**src/rtl/jtoutrun_cab_pkg.sv**
```systemverilog
// Shared definitions for the Out Run cabinet I/O block.
//   - register offsets within the I/O window (cpu_addr[5:1])
//   - ADC conversion state enum
//   - output latch bit positions
//   - adc_scale(): maps a raw signed analog sample to the 8-bit ADC code
package jtoutrun_cab_pkg;

  localparam logic [4:0] REG_SYS   = 5'h00;
  localparam logic [4:0] REG_JOY   = 5'h01;
  localparam logic [4:0] REG_DIPA  = 5'h02;
  localparam logic [4:0] REG_DIPB  = 5'h03;
  localparam logic [4:0] REG_LATCH = 5'h04;
  localparam logic [4:0] REG_ADC   = 5'h18;
  localparam logic [4:0] REG_WDOG  = 5'h1F;

  typedef enum logic [1:0] {ADC_IDLE, ADC_BUSY, ADC_DONE} adc_st_e;

  localparam int LB_FLIP  = 0;
  localparam int LB_MUTE  = 1;
  localparam int LB_COIN0 = 2;
  localparam int LB_COIN1 = 3;
  localparam int LB_VIDEO = 5;

  // ch0 is centred steering; ch1/ch2 are pedals where only the positive
  // half of the range is meaningful, so it is stretched to full scale.
  function automatic logic [7:0] adc_scale(input logic [1:0] ch, input logic [7:0] raw);
    logic [8:0] dbl;
    dbl = {raw, 1'b0};
    case (ch)
      2'd0:       adc_scale = raw + 8'h80;
      2'd1, 2'd2: adc_scale = raw[7] ? 8'h00 : (dbl[8] ? 8'hFF : dbl[7:0]);
      default:    adc_scale = 8'h80;
    endcase
  endfunction

endpackage

```
**src/rtl/jtoutrun_cab_if.sv**
```systemverilog
// Main CPU <-> cabinet I/O bus.
//   io_cs, RnW, LDSWn : chip select, read/not-write, low byte write strobe (low)
//   cpu_addr[12:1]    : word address, only [5:1] decoded by the cabinet
//   cpu_dout          : CPU write data, low byte
//   cab_dout          : cabinet read data
interface jtoutrun_cab_if;
  logic        io_cs;
  logic        RnW;
  logic        LDSWn;
  logic [12:1] cpu_addr;
  logic [7:0]  cpu_dout;
  logic [7:0]  cab_dout;

  modport master (output io_cs, RnW, LDSWn, cpu_addr, cpu_dout, input cab_dout);
  modport slave  (input io_cs, RnW, LDSWn, cpu_addr, cpu_dout, output cab_dout);
endinterface

```
**src/rtl/jtoutrun_adc.sv**
```systemverilog
// ADC0804 emulation: conversion FSM, channel sample/hold and result register.
//   start  : one-cycle conversion request, ch selects the input (0..3)
//   steer/gas/brake : live signed analog samples
//   res    : last completed conversion; unchanged while a conversion runs
// A start always wins, including in BUSY where it discards the running
// conversion and reloads the counter.
module jtoutrun_adc
  import jtoutrun_cab_pkg::*;
#(
  parameter int ADC_CYCLES = 256
) (
  input  logic       clk,
  input  logic       rst_n,
  input  logic       start,
  input  logic [1:0] ch,
  input  logic [7:0] steer,
  input  logic [7:0] gas,
  input  logic [7:0] brake,
  output logic [7:0] res
);
  localparam int CW = (ADC_CYCLES > 2) ? $clog2(ADC_CYCLES) : 1;
  localparam logic [CW-1:0] CNT_LOAD = CW'(ADC_CYCLES - 1);

  adc_st_e       st_q, st_d;
  logic [CW-1:0] cnt_q, cnt_d;
  logic [1:0]    ch_q, ch_d;
  logic [7:0]    hold_q, hold_d;
  logic [7:0]    res_q, res_d;
  logic [7:0]    sample;

  always_comb begin
    case (ch)
      2'd0:    sample = steer;
      2'd1:    sample = gas;
      2'd2:    sample = brake;
      default: sample = 8'h00;
    endcase
  end

  always_comb begin
    st_d   = st_q;
    cnt_d  = cnt_q;
    ch_d   = ch_q;
    hold_d = hold_q;
    res_d  = res_q;
    if (start) begin
      st_d   = ADC_BUSY;
      cnt_d  = CNT_LOAD;
      ch_d   = ch;
      hold_d = sample;
    end else if (st_q == ADC_BUSY) begin
      if (cnt_q == '0) begin
        res_d = adc_scale(ch_q, hold_q);
        st_d  = ADC_DONE;
      end else begin
        cnt_d = cnt_q - 1'b1;
      end
    end
  end

  always_ff @(posedge clk or negedge rst_n) begin
    if (!rst_n) begin
      st_q   <= ADC_IDLE;
      cnt_q  <= '0;
      ch_q   <= 2'd0;
      hold_q <= 8'h00;
      res_q  <= 8'h00;
    end else begin
      st_q   <= st_d;
      cnt_q  <= cnt_d;
      ch_q   <= ch_d;
      hold_q <= hold_d;
      res_q  <= res_d;
    end
  end

  assign res = res_q;
endmodule

```
**src/rtl/jtoutrun_cab.sv**
```systemverilog
// Out Run cabinet I/O: input ports, DIP readout, output latch, ADC and
// frame watchdog behind the main CPU I/O chip select.
//   bus        : CPU bus (slave side); cab_dout is combinational, zero latency
//   vint       : vertical interrupt, each rising edge is one frame
//   joystick1, joyana1, joyana1b, start_button, coin_input, service,
//   dip_test, dipsw_a/b : cabinet inputs
//   video_en, flip, snd_mute, coin_cnt : output latch bits
//   wdog_rst   : one-cycle pulse after WDOG_FRAMES frames without a kick
module jtoutrun_cab
  import jtoutrun_cab_pkg::*;
#(
  parameter int ADC_CYCLES  = 256,
  parameter int WDOG_FRAMES = 64
) (
  input  logic        clk,
  input  logic        rst_n,
  input  logic        vint,
  jtoutrun_cab_if.slave bus,
  input  logic [7:0]  joystick1,
  input  logic [15:0] joyana1,
  input  logic [15:0] joyana1b,
  input  logic [1:0]  start_button,
  input  logic [1:0]  coin_input,
  input  logic        service,
  input  logic        dip_test,
  input  logic [7:0]  dipsw_a,
  input  logic [7:0]  dipsw_b,
  output logic        video_en,
  output logic        flip,
  output logic        snd_mute,
  output logic [1:0]  coin_cnt,
  output logic        wdog_rst
);
  localparam int WW = (WDOG_FRAMES > 1) ? $clog2(WDOG_FRAMES) : 1;
  localparam logic [WW-1:0] WLIM_M1 = WW'(WDOG_FRAMES - 1);

  logic          wr_q, wr_d, vint_q, vint_d, wdog_q, wdog_d;
  logic [7:0]    latch_q, latch_d;
  logic [WW-1:0] wcnt_q, wcnt_d;
  logic [4:0]    addr;
  logic          wr_stb, wr_edge, vint_rise, kick;
  logic [7:0]    adc_res;
  logic          unused_bits;

  assign addr      = bus.cpu_addr[5:1];
  assign wr_stb    = bus.io_cs & ~bus.RnW & ~bus.LDSWn;
  // Held strobes are accepted once: only the first cycle counts.
  assign wr_edge   = wr_stb & ~wr_q;
  assign vint_rise = vint & ~vint_q;
  assign kick      = wr_edge && (addr == REG_WDOG);
  assign unused_bits = &{1'b0, joyana1[15:8], bus.cpu_addr[12:6]};

  jtoutrun_adc #(.ADC_CYCLES(ADC_CYCLES)) u_adc (
    .clk   (clk),
    .rst_n (rst_n),
    .start (wr_edge && (addr == REG_ADC)),
    .ch    (bus.cpu_dout[1:0]),
    .steer (joyana1[7:0]),
    .gas   (joyana1b[7:0]),
    .brake (joyana1b[15:8]),
    .res   (adc_res)
  );

  always_comb begin
    wr_d    = wr_stb;
    vint_d  = vint;
    latch_d = latch_q;
    wcnt_d  = wcnt_q;
    wdog_d  = 1'b0;
    if (wr_edge && (addr == REG_LATCH)) latch_d = bus.cpu_dout;
    if (WDOG_FRAMES != 0) begin
      if (kick) begin
        wcnt_d = '0;                 // kick beats a coincident frame edge
      end else if (vint_rise) begin
        if (wcnt_q == WLIM_M1) begin
          wcnt_d = '0;
          wdog_d = 1'b1;
        end else begin
          wcnt_d = wcnt_q + 1'b1;
        end
      end
    end
  end

  always_ff @(posedge clk or negedge rst_n) begin
    if (!rst_n) begin
      wr_q    <= 1'b0;
      vint_q  <= 1'b0;
      wdog_q  <= 1'b0;
      latch_q <= 8'h00;
      wcnt_q  <= '0;
    end else begin
      wr_q    <= wr_d;
      vint_q  <= vint_d;
      wdog_q  <= wdog_d;
      latch_q <= latch_d;
      wcnt_q  <= wcnt_d;
    end
  end

  always_comb begin
    case (addr)
      REG_SYS:   bus.cab_dout = {1'b1, coin_input, start_button[0], 1'b1, service, dip_test, 1'b1};
      REG_JOY:   bus.cab_dout = joystick1;
      REG_DIPA:  bus.cab_dout = dipsw_a;
      REG_DIPB:  bus.cab_dout = dipsw_b;
      REG_LATCH: bus.cab_dout = latch_q;
      REG_ADC:   bus.cab_dout = adc_res;
      default:   bus.cab_dout = 8'hFF;
    endcase
  end

  assign flip     = latch_q[LB_FLIP];
  assign snd_mute = latch_q[LB_MUTE];
  assign coin_cnt = latch_q[LB_COIN1:LB_COIN0];
  assign video_en = latch_q[LB_VIDEO];
  assign wdog_rst = wdog_q;
endmodule

```
**src/flat_wrapper.sv**
```systemverilog
// flat-port wrapper written by rule: the top's interface ports become plain ports
module jtoutrun_cab_flat import jtoutrun_cab_pkg::*;
#(
  parameter int ADC_CYCLES  = 256,
  parameter int WDOG_FRAMES = 64
)
  (clk, rst_n, vint, joystick1, joyana1, joyana1b, start_button, coin_input, service, dip_test, dipsw_a, dipsw_b, video_en, flip, snd_mute, coin_cnt, wdog_rst, bus_io_cs, bus_RnW, bus_LDSWn, bus_cpu_addr, bus_cpu_dout, bus_cab_dout);
  jtoutrun_cab_if bus_i ();
  input  logic clk;
  input  logic rst_n;
  input  logic vint;
  input  logic [7:0] joystick1;
  input  logic [15:0] joyana1;
  input  logic [15:0] joyana1b;
  input  logic [1:0] start_button;
  input  logic [1:0] coin_input;
  input  logic service;
  input  logic dip_test;
  input  logic [7:0] dipsw_a;
  input  logic [7:0] dipsw_b;
  output logic video_en;
  output logic flip;
  output logic snd_mute;
  output logic [1:0] coin_cnt;
  output logic wdog_rst;
  input wire logic [$bits(bus_i.io_cs)-1:0] bus_io_cs;
  input wire logic [$bits(bus_i.RnW)-1:0] bus_RnW;
  input wire logic [$bits(bus_i.LDSWn)-1:0] bus_LDSWn;
  input wire logic [$bits(bus_i.cpu_addr)-1:0] bus_cpu_addr;
  input wire logic [$bits(bus_i.cpu_dout)-1:0] bus_cpu_dout;
  output wire logic [$bits(bus_i.cab_dout)-1:0] bus_cab_dout;
  assign bus_i.io_cs = bus_io_cs;
  assign bus_i.RnW = bus_RnW;
  assign bus_i.LDSWn = bus_LDSWn;
  assign bus_i.cpu_addr = bus_cpu_addr;
  assign bus_i.cpu_dout = bus_cpu_dout;
  assign bus_cab_dout = bus_i.cab_dout;
  jtoutrun_cab #(.ADC_CYCLES(ADC_CYCLES), .WDOG_FRAMES(WDOG_FRAMES)) u_core (.clk(clk), .rst_n(rst_n), .vint(vint), .bus(bus_i), .joystick1(joystick1), .joyana1(joyana1), .joyana1b(joyana1b), .start_button(start_button), .coin_input(coin_input), .service(service), .dip_test(dip_test), .dipsw_a(dipsw_a), .dipsw_b(dipsw_b), .video_en(video_en), .flip(flip), .snd_mute(snd_mute), .coin_cnt(coin_cnt), .wdog_rst(wdog_rst));
endmodule
```
**config.mk**
```make
export PLATFORM = sky130hd
export DESIGN_NAME = jtoutrun_cab_flat
export DESIGN_NICKNAME = d
export VERILOG_FILES = /design/src/rtl/jtoutrun_cab_pkg.sv /design/src/rtl/jtoutrun_cab_if.sv /design/src/rtl/jtoutrun_adc.sv /design/src/rtl/jtoutrun_cab.sv /design/src/flat_wrapper.sv
export SDC_FILE = /design/constraint.sdc
export NUM_CORES = 1
export LEC_CHECK = 0
export CORE_MARGIN = 4
export CORE_UTILIZATION = 40
export DETAILED_ROUTE_END_ITERATION = 8
export PLACE_DENSITY_LB_ADDON = 0.3
export SYNTH_ARGS = -nofsm -noshare
export SYNTH_HDL_FRONTEND = slang
export SYNTH_SLANG_ARGS = --single-unit
```
**constraint.sdc**
```tcl
create_clock -name clk -period 2.6 [get_ports clk]
set_clock_uncertainty 0.15 [all_clocks]
set_input_delay 0.65 -clock clk [delete_from_list [all_inputs] [get_ports clk]]
set_output_delay 0.65 -clock clk [all_outputs]
set_load 0.005 [all_outputs]
```
==> results.json <==
{
  "synthTopCellsByArea": "dfrtp_1 43%, mux2_2 9.8%, mux2i_1 5.7%, nand2_1 5.5%, a22o_1 3.0%",
  "nets": 469,
  "hold_path.class": "in -> async",
  "initial_utilization_pct": 41.5,
  "die-area_um2": 7980,
  "regArea_um2": 1130,
  "crit_chain": "clkdlybuf4s50_1, a22o_1, a222oi_1, nand2_1, buf_2",
  "syn-instance-count": 268,
  "synth_nets": 361,
  "setup_tns_ns": -0.00350,
  "gp_congestion": 0.924,
  "setup_ws_ns": -0.00350,
  "slowest_stage": "clkdlybuf4s50_1",
  "worstMarginPinSlew_ns": 0.837,
  "core_um2": 6390,
  "cp_slowest_stage_delay_ns": 0.42,
  "end_kind": "output pin",
  "cts.sinks": 45,
  "yosysMostFrequentCell": "dfrtp_1",
  "violations": "setup timing",
  "fillers": 546,
  "drc_errors": 0,
  "hold_viol_final": 0,
  "wl_met1_mm": 2.92,
  "cts_buffer_depth": 2,
  "port_buffers": 85,
  "ctsHtreeMaxLevel": 2,
  "worstPathMaxFanout": 1,
  "first_iter_violations": 94,
  "met3_length_um": 449,
  "holdBufCountCts": 0,
  "root_buffer": "clkbuf_8",
  "holdWs_ns": 0.269,
  "design_area_um2": 3900,
  "fin_crit_sh_pct": 100,
  "arrival_ns": 1.80,
  "pre_cts_slack_ns": -0.932,
  "ys_ff_latch": 45,
  "setup_viol": 1,
  "antenna_found_initial": 0,
  "n_antenna_cell": 0,
  "pin_count": 102,
  "ir_drop_mv": 0.398,
  "syn2layout_area_growth_pct": 47.3,
  "min_period_ns": 2.60,
  "ys.flop_type": "dfrtp_1",
  "yosys.area.top_type": "dfrtp_1",
  "path_buf_inv": 2,
  "drt_pass1_iterations": 4,
  "syn-cell-area_um2": 2650,
  "clkTransAtPathRegs_ns": 0.10,
  "multiInputGateArea_um2": 1510,
  "finalWirelength_mm": 6.83,
  "overflow": 0,
  "ys_seq_area_share_pct": 42.5,
  "die_h_um": 89.4,
  "critPathTopFamily": "buffers and inverters",
  "vias": 2399,
  "yosysUniqueCellTypes": 48,
  "fp-row-count": 29,
  "worstPathRequired_ns": 1.80,
  "dp_hpwl_mm": 5.35,
  "ys_warn_count": 0,
  "p_leak_nw": 1.76,
  "place_area_um2": 3720,
  "grt_pass1_vias": 2420,
  "synth_common_cells": "45 x dfrtp_1, 39 x nand2_1, 23 x mux2_2",
  "wl_per_cell_um": 15.0,
  "cap_viol_max_count": 0,
  "grt_pass1_wl_mm": 10.9,
  "drive_gt1_share_pct": 27.3,
  "vias_per_cell": 5.28,
  "synthArstFlopShare_pct": 100,
  "placedCellCount": 441,
  "yosysTopAreaCellShare_pct": 42.5,
  "top_layer": "met4",
  "finalNonFillerCells": 454,
  "grt_max_degree": 40,
  "status": "complete, but fails checks",
  "route.met2.wl_mm": 3.33,
  "synth_edf_count": 0,
  "clkLatencyLatePin_ns": 0.32,
  "power_density_nw_per_um2": 468,
  "rsz0062_at_grt": "yes",
  "antenna_left": 0,
  "critical_path_class": "in -> out",
  "maxSlewViolCount": 0,
  "grt_usage_pct": 17.3,
  "numCtsBuffers": 5,
  "slew_headroom_pct": 44.2,
  "die_x_um": 89.4,
  "synth_area_per_cell_um2": 9.88,
  "fmax_ghz": 0.384,
  "worst_setup_path_start_kind": "input port",
  "tritoncts": "yes"
}
==> cells in the final DEF (no fill, tap or decap), drive strengths merged, types with 2 or more instances in the layout <==
cell,n
a21oi,15
or3,3
nor3,6
a22o,9
o2111ai,5
xnor2,2
ha,5
dlymetal6s2s,3
nand4,3
mux2i,15
o21ai,8
clkdlybuf4s50,60
clkbuf,5
a22oi,5
nor2,15
dfrtp,45
a222oi,3
nor3b,2
nor4,3
o211ai,3
inv,8
nand2b,2
nand3,6
dlygate4sd2,2
a21bo,2
mux2,25
buf,51
nand2,40
nor2b,7
xor2,3
==> kinds of logic after synthesis <==
group,synth area share [%]
AND/OR/NAND/NOR,17.7
flip-flops,42.5
adder cells (fa/ha/maj),2.36
buffers and inverters,4.06
AO/OA/AOI/OAI,15.1
multiplexers,16.6
XOR/XNOR,1.65
==> final timing paths <==
kind	from	endpoint	slack, ns	cells past startpoint
max	dipsw_a[0]	bus_cab_dout[0]	-0.004	5
min reg2reg	u_core.u_adc.st_q[0]	u_core.u_adc.st_q[0]	0.33	2
max reg2reg	u_core.u_adc.cnt_q[0]	u_core.u_adc.res[5]	0.26	7
max in group asynchronous	rst_n	u_core.u_adc.st_q[0]	1.42	2
min	rst_n	u_core.u_adc.cnt_q[6]	0.27	1
min in group clk	u_core.u_adc.st_q[0]	u_core.u_adc.st_q[0]	0.33	2
==> final cells by class <==
type,count,share of cell area (%)
multi-input cells,201,38.8
flip-flops and latches,45,28.9
repair buffers,116,26.8
well taps,77,2.47
clock buffers,5,1.76
inverters,7,0.674
clock inverters,3,0.642
==> sequential cells by signal, summed over array words and instances (netlist names), 2 cells and up <==
name                 count
u_core.u_adc.cnt_q       8
u_core.u_adc.hold_q      8
u_core.latch_q           8
u_core.wcnt_q            6
u_core.u_adc.res         8
u_core.u_adc.st_q        2
u_core.u_adc.ch_q        2
==> worst reg2reg max path: cells and delay by family, from the launching register on <==
kind / cells / cell delay, ns
AOI/OAI and AO/OA: 1 / 0.16
adders and majority gates: 1 / 0.18
buffers and inverters: 2 / 0.31
DFF: 1 / 0.42
muxes: 1 / 0.35
and+or+nand+nor: 2 / 0.67
==> per-stage QoR <==
step | power (mW) | utilization [%]
after global placement | 1.36 | 58.2
after global routing | 1.95 | 61.1
final | 1.83 | 61.1
after CTS | 1.83 | 60.0
after detailed placement | 1.38 | 58.2
after floorplan | 1.14 | -
==> power breakdown <==
group,total [mW],switching [mW],internal (mW)
clock network,0.456,0.261,0.194
logic,0.483,0.204,0.279
registers,0.888,0.0987,0.789
total,1.83,0.564,1.26
==> per-layer routing <==
metal  vias up  track usage [%]
li1       1182                -
met1      1125             22.3
met2        79             29.0
met3        13             3.78
met4         0             5.41
met5         -                0
==> what timing repair did <==
action                     in CTS  in global routing
buffers inserted                4                  1
pin swaps                      14                 17
setup endpoints to repair       8                 10
resized for setup              94                 19
No activity file was read; power rests on OpenSTA's default activity.
